--- src/rtl/dino_motion.sv ---
// ---------------------------------------------------------------------------
// dino_motion
//
// Upstream stage of the VGA controller. Turns the player buttons into dino
// sprite coordinates once per video frame, owns the game-start condition and
// the jump/duck physics, and freezes the sprite once the controller reports a
// collision.
//
// Ports:
//   clk        100 MHz system clock
//   reset      asynchronous active-high reset
//   up         jump/start button (asynchronous to clk)
//   down       duck/fast-fall button (asynchronous to clk)
//   screenEnd  frame-boundary pulse from the VGA controller (several clk wide)
//   game_over  sticky collision flag from the VGA controller
//   dino_x     sprite top-left x, zero-extended to 32 bits (constant)
//   dino_y     sprite top-left y, zero-extended to 32 bits
//   game_on    high once the game has started
//   jumping    high while airborne
//   ducking    high while running with down held
// ---------------------------------------------------------------------------
module dino_motion #(
  parameter int GROUND_Y = 275,
  parameter int DINO_X   = 50,
  parameter int MIN_Y    = 40,
  parameter int JUMP_V0  = 12,
  parameter int GRAVITY  = 1,
  parameter int FASTFALL = 2
) (
  input  logic        clk,
  input  logic        reset,
  input  logic        up,
  input  logic        down,
  input  logic        screenEnd,
  input  logic        game_over,
  output logic [31:0] dino_x,
  output logic [31:0] dino_y,
  output logic        game_on,
  output logic        jumping,
  output logic        ducking
);

  localparam logic [1:0] ST_WAIT = 2'd0;
  localparam logic [1:0] ST_RUN  = 2'd1;
  localparam logic [1:0] ST_AIR  = 2'd2;
  localparam logic [1:0] ST_DEAD = 2'd3;

  localparam logic signed [10:0] GROUND_S = 11'(GROUND_Y);
  localparam logic signed [10:0] MIN_S    = 11'(MIN_Y);

  logic [1:0]        state;
  logic [9:0]        pos_y;
  logic signed [7:0] velocity;
  logic              jump_pending;

  logic up_s1, up_s2, up_prev;
  logic down_s1, down_sync;
  logic screen_end_prev;

  logic              up_edge;
  logic              tick;
  logic signed [10:0] next_y;
  logic signed [7:0]  v_dec;

  // Two-flop synchronizers for the buttons plus the history flops used for
  // edge detection. screenEnd already comes from the controller's clock
  // domain tree, so only its previous value is needed to find the rising edge.
  always_ff @(posedge clk or posedge reset) begin
    if (reset) begin
      up_s1           <= 1'b0;
      up_s2           <= 1'b0;
      up_prev         <= 1'b0;
      down_s1         <= 1'b0;
      down_sync       <= 1'b0;
      screen_end_prev <= 1'b0;
    end else begin
      up_s1           <= up;
      up_s2           <= up_s1;
      up_prev         <= up_s2;
      down_s1         <= down;
      down_sync       <= down_s1;
      screen_end_prev <= screenEnd;
    end
  end

  assign up_edge = up_s2 & ~up_prev;
  // One clk pulse per frame no matter how long screenEnd stays high.
  assign tick    = screenEnd & ~screen_end_prev;

  // Candidate position for this frame; 11-bit signed so that both an
  // overshoot below the ground and a rise above the top are representable.
  assign next_y = $signed({1'b0, pos_y}) - $signed({{3{velocity[7]}}, velocity});
  assign v_dec  = 8'(GRAVITY) + (down_sync ? 8'(FASTFALL) : 8'sd0);

  // Game state machine and physics. game_over outranks everything in RUN and
  // AIR, so a collision arriving with a frame tick freezes the pre-tick
  // position. The ceiling clamp zeroes velocity and then gravity still applies
  // on that same frame, so the dino immediately starts to come back down.
  always_ff @(posedge clk or posedge reset) begin
    if (reset) begin
      state        <= ST_WAIT;
      pos_y        <= 10'(GROUND_Y);
      velocity     <= 8'sd0;
      jump_pending <= 1'b0;
    end else begin
      case (state)
        ST_WAIT: begin
          // The start press only starts the game; it never queues a jump.
          if (up_edge) state <= ST_RUN;
        end
        ST_RUN: begin
          if (game_over) begin
            state <= ST_DEAD;
          end else begin
            if (up_edge) jump_pending <= 1'b1;
            if (tick && jump_pending) begin
              velocity     <= 8'(JUMP_V0);
              jump_pending <= 1'b0;
              state        <= ST_AIR;
            end
          end
        end
        ST_AIR: begin
          if (game_over) begin
            state <= ST_DEAD;
          end else if (tick) begin
            if (next_y >= GROUND_S) begin
              pos_y    <= 10'(GROUND_Y);
              velocity <= 8'sd0;
              state    <= ST_RUN;
            end else if (next_y < MIN_S) begin
              pos_y    <= 10'(MIN_Y);
              velocity <= 8'sd0 - v_dec;
            end else begin
              pos_y    <= next_y[9:0];
              velocity <= velocity - v_dec;
            end
          end
        end
        default: begin
          // DEAD: everything frozen until reset.
          state <= ST_DEAD;
        end
      endcase
    end
  end

  assign dino_x  = 32'(DINO_X);
  assign dino_y  = {22'd0, pos_y};
  assign game_on = (state != ST_WAIT);
  assign jumping = (state == ST_AIR);
  assign ducking = (state == ST_RUN) & down_sync;

endmodule

--- config.mk ---
export PLATFORM = sky130hd
export DESIGN_NAME = dino_motion
export DESIGN_NICKNAME = d
export VERILOG_FILES = /design/src/rtl/dino_motion.sv
export SDC_FILE = /design/constraint.sdc
export NUM_CORES = 1
export LEC_CHECK = 0
export ABC_CLOCK_PERIOD_IN_PS = 4900
export CAP_MARGIN = 20
export CORE_UTILIZATION = 51
export DETAILED_ROUTE_END_ITERATION = 16
export MAX_ROUTING_LAYER = met4
export PLACE_DENSITY = 0.95
export SLEW_MARGIN = 20
export SYNTH_ARGS = -nofsm -noshare
export SYNTH_HDL_FRONTEND = slang
export SYNTH_SLANG_ARGS = --single-unit
export TNS_END_PERCENT = 30
--- constraint.sdc ---
create_clock -name clk -period 4.9 [get_ports clk]
set_input_delay 1.225 -clock clk [delete_from_list [all_inputs] [get_ports clk]]
set_output_delay 1.225 -clock clk [all_outputs]
set_load 0.01 [all_outputs]
==> results.yml <==
outcome:
  status: "finished clean"
yosys:
  synth_cell_types: 57
  yosysMostFrequentCell: "buf_4"
  syn_area_mm2: 0.00230
  yosysTopAreaCellShare_pct: 25.0
  synth_area_per_cell_um2: 8.72
  synthArstFlopShare_pct: 100
  synthTopCellsByArea: "dfrtp_1 25%, buf_4 18%, ha_1 6.0%"
  synth_ff_type: "dfrtp_1"
  ys_seq_area_share_pct: 29.6
  synth-seq-cells: 27
  synth_edf_count: 0
  ys_warn_count: 0
  synthCells: 264
  synth_common_cells: "54 x buf_4, 23 x dfrtp_1, 18 x inv_1"
  yosysTopAreaCell: "dfrtp_1"
cts:
  ctsResizeCount: 0
  postCtsSetupBuffers: 0
  cts_htree_levels: 1
  worstSkewPairLatency_ns: 0.28
  cts.clk_slew.worst_paths_ns: 0.09
  cts_sinks: 27
  numCtsBuffers: 3
  cts_root_buffer: "clkbuf_8"
  clock_tree.buffer_depth: 2
  cts_tree: "yes"
  cts_hold_buf: 0
timing:
  post-route-period-util_pct: 68.8
  fin_worst_skew_ns: 0.0103
  drv_slew: 0
  rsz0062_at_grt: "no"
  fin_crit_ns: 3.37
  fmax_mhz: 297
  relSlewSlack_pct: 50.5
  final.setup.tns_ns: 0
  tightestPinTransition_ns: 0.740
  finalHoldViolCount: 0
  setup_viol: 0
run:
  drv_cap: 0
drt:
  vias: 1827
  firstDrtPassIters: 4
  routed_via_density: 5.50
  wl_per_cell_um: 13.4
  antenna_left: 0
  drc: 0
  dr.first_iter.drc_count: 125
  drt_wl_total_mm: 4.44
critical_path:
  max_stage_delay_ns: 0.43
  path_class: "reg2reg"
  critPathCaptureType: "flop"
  cp.required_ns: 5.11
  path_max_fanout: 13
  crit_slowest_cell: "dfrtp_1"
  arrival_ns: 3.59
  crit_path_cell_trace: "ha_1, inv_1, fa_1, a211oi_2, o21ai_1, and2_4, o41a_1, xnor2_1, a31oi_1, buf_4, nor2_1, a22o_1"
  critPathLaunchType: "flop"
pwr:
  p_clk_share_pct: 22.6
  switching_share_pct: 36.9
  pwr-share-comb_pct: 36.4
  power.total_mw: 0.599
  power_switching_mw: 0.221
  leakage_nw: 1.07
  peakVddDrop_mv: 0.150
  internal-power_mw: 0.378
  p_per_area_mw_per_mm2: 252
  seq_power_share_pct: 41.0
layout:
  final_layout_size_suffix_gt1_share_pct: 6.07
  antenna_cells: 0
  fin_nets: 300
  area_growth_pct: 3.37
global_routing:
  antenna_found_initial: 0
  grt_pass1_wl_mm: 7.45
  grt_max_degree: 28
  grt-ovfl-total: 0
  gr-usage-all-layers_pct: 19.4
  grt_pass1_vias: 1649
place:
  dp_hpwl_mm: 3.40
  port_buffers: 18
  gp_congestion: 0.859
floorplan:
  dieHeight_um: 69.2
  die_area_mm2: 0.00479
  dieWidth_um: 69.2
  coreArea_mm2: 0.00435
  io_pins: 73
  rows: 24
  start_util_pct: 52.9
min_path:
  min_path_type: "reg2reg"
[per-stage QoR]
stage                     cells  utilization (%)  worst slack, ns  area, um^2  hold WS [ns]
after floorplan             316                -             1.93        2500         0.331
after global placement      327             53.2             1.49        2310         0.332
after detailed placement    327             53.2             1.37        2310         0.339
after CTS                   331             54.3             1.57        2360         0.362
after global routing        332             54.7             1.35        2380         0.372
final                       332             54.7             1.53        2380         0.359
[metal layers]
| layer | track usage, % | wire [um] |
|---|---|---|
| met2 | 32.8 | 2300 |
| met1 | 24.3 | 1870 |
| met5 | - | 0 |
| met3 | 2.91 | 241 |
| met4 | 4.99 | 33 |
[cell type report]
class	count	area, um^2
tap	52	65.1
fill	386	1970
multi-input combinational	211	1310
timing repair buffer	20	203
inverter	18	67.6
clock inverter	1	8.76
clock buffer	3	41.3
sequential	27	681
[worst max-delay path: cells and delay by family, from the launching register on]
kind | cells | cell delay (ns)
AND/OR/NAND/NOR | 2 | 0.49
AO/OA/AOI/OAI | 5 | 1.11
flip-flops | 1 | 0.43
adder cells (fa/ha/maj) | 2 | 0.62
XOR/XNOR | 1 | 0.40
buffers and inverters | 2 | 0.27
[power by group through the flow]
stage               clock network [mW]  registers [mW]  logic (mW)
finish                           0.135           0.246       0.218
global route                     0.152           0.248       0.239
CTS                              0.136           0.246       0.213
detailed placement                   0           0.250       0.212
global placement                     0           0.249       0.206
floorplan                            0           0.249       0.200
[flip-flops by register name (all words and copies together), names as in the netlist]
name and flops:
pos_y 10, velocity 8, state 2, down_s1 1, down_sync 1, jump_pending 1
screen_end_prev 1, up_prev 1, up_s1 1, up_s2 1
[cell usage in the layout (no fill, tap or decap), types with 4 or more instances in the layout]
cell | synthesis | layout
nor2b_1 | 6 | 6
o31ai_1 | 4 | 4
dfstp_2 | 4 | 4
inv_1 | 18 | 17
nand3_1 | 6 | 6
ha_1 | 11 | 11
conb_1 | 2 | 54
nand2b_1 | 5 | 5
a22o_1 | 5 | 5
and3_1 | 4 | 4
nor3_1 | 7 | 7
nor2_1 | 13 | 13
clkdlybuf4s50_1 | 0 | 18
xnor2_1 | 6 | 6
o21ai_0 | 12 | 12
a21oi_1 | 8 | 8
nand2_1 | 16 | 16
dfrtp_1 | 23 | 23
[kinds of logic (layout without fill, tap and decap cells)]
group,count (synthesis),count (layout),synth area share [%]
buffers and inverters,78,42,21.8
AND/OR/NAND/NOR,69,69,15.5
AO/OA/AOI/OAI,67,67,21.9
flip-flops,27,27,29.6
adder cells (fa/ha/maj),13,13,7.72
XOR/XNOR,7,7,2.66
other,2,54,0.326
multiplexers,1,1,0.435
[path summary, 6_finish.rpt]
path | startpoint | endpoint | slack, ns | depth (start not counted)
worst max-delay path | velocity[0] | velocity[4] | 1.53 | 12
worst min-delay path | down_s1 | down_sync | 0.36 | 0
worst max register to register | velocity[0] | velocity[4] | 1.53 | 12
worst min register to register | down_s1 | down_sync | 0.36 | 0
max in group asynchronous | reset | pos_y[4] | 3.30 | 3
min in group asynchronous | reset | pos_y[7] | 1.13 | 2
No activity file was read; power rests on OpenSTA's default activity.
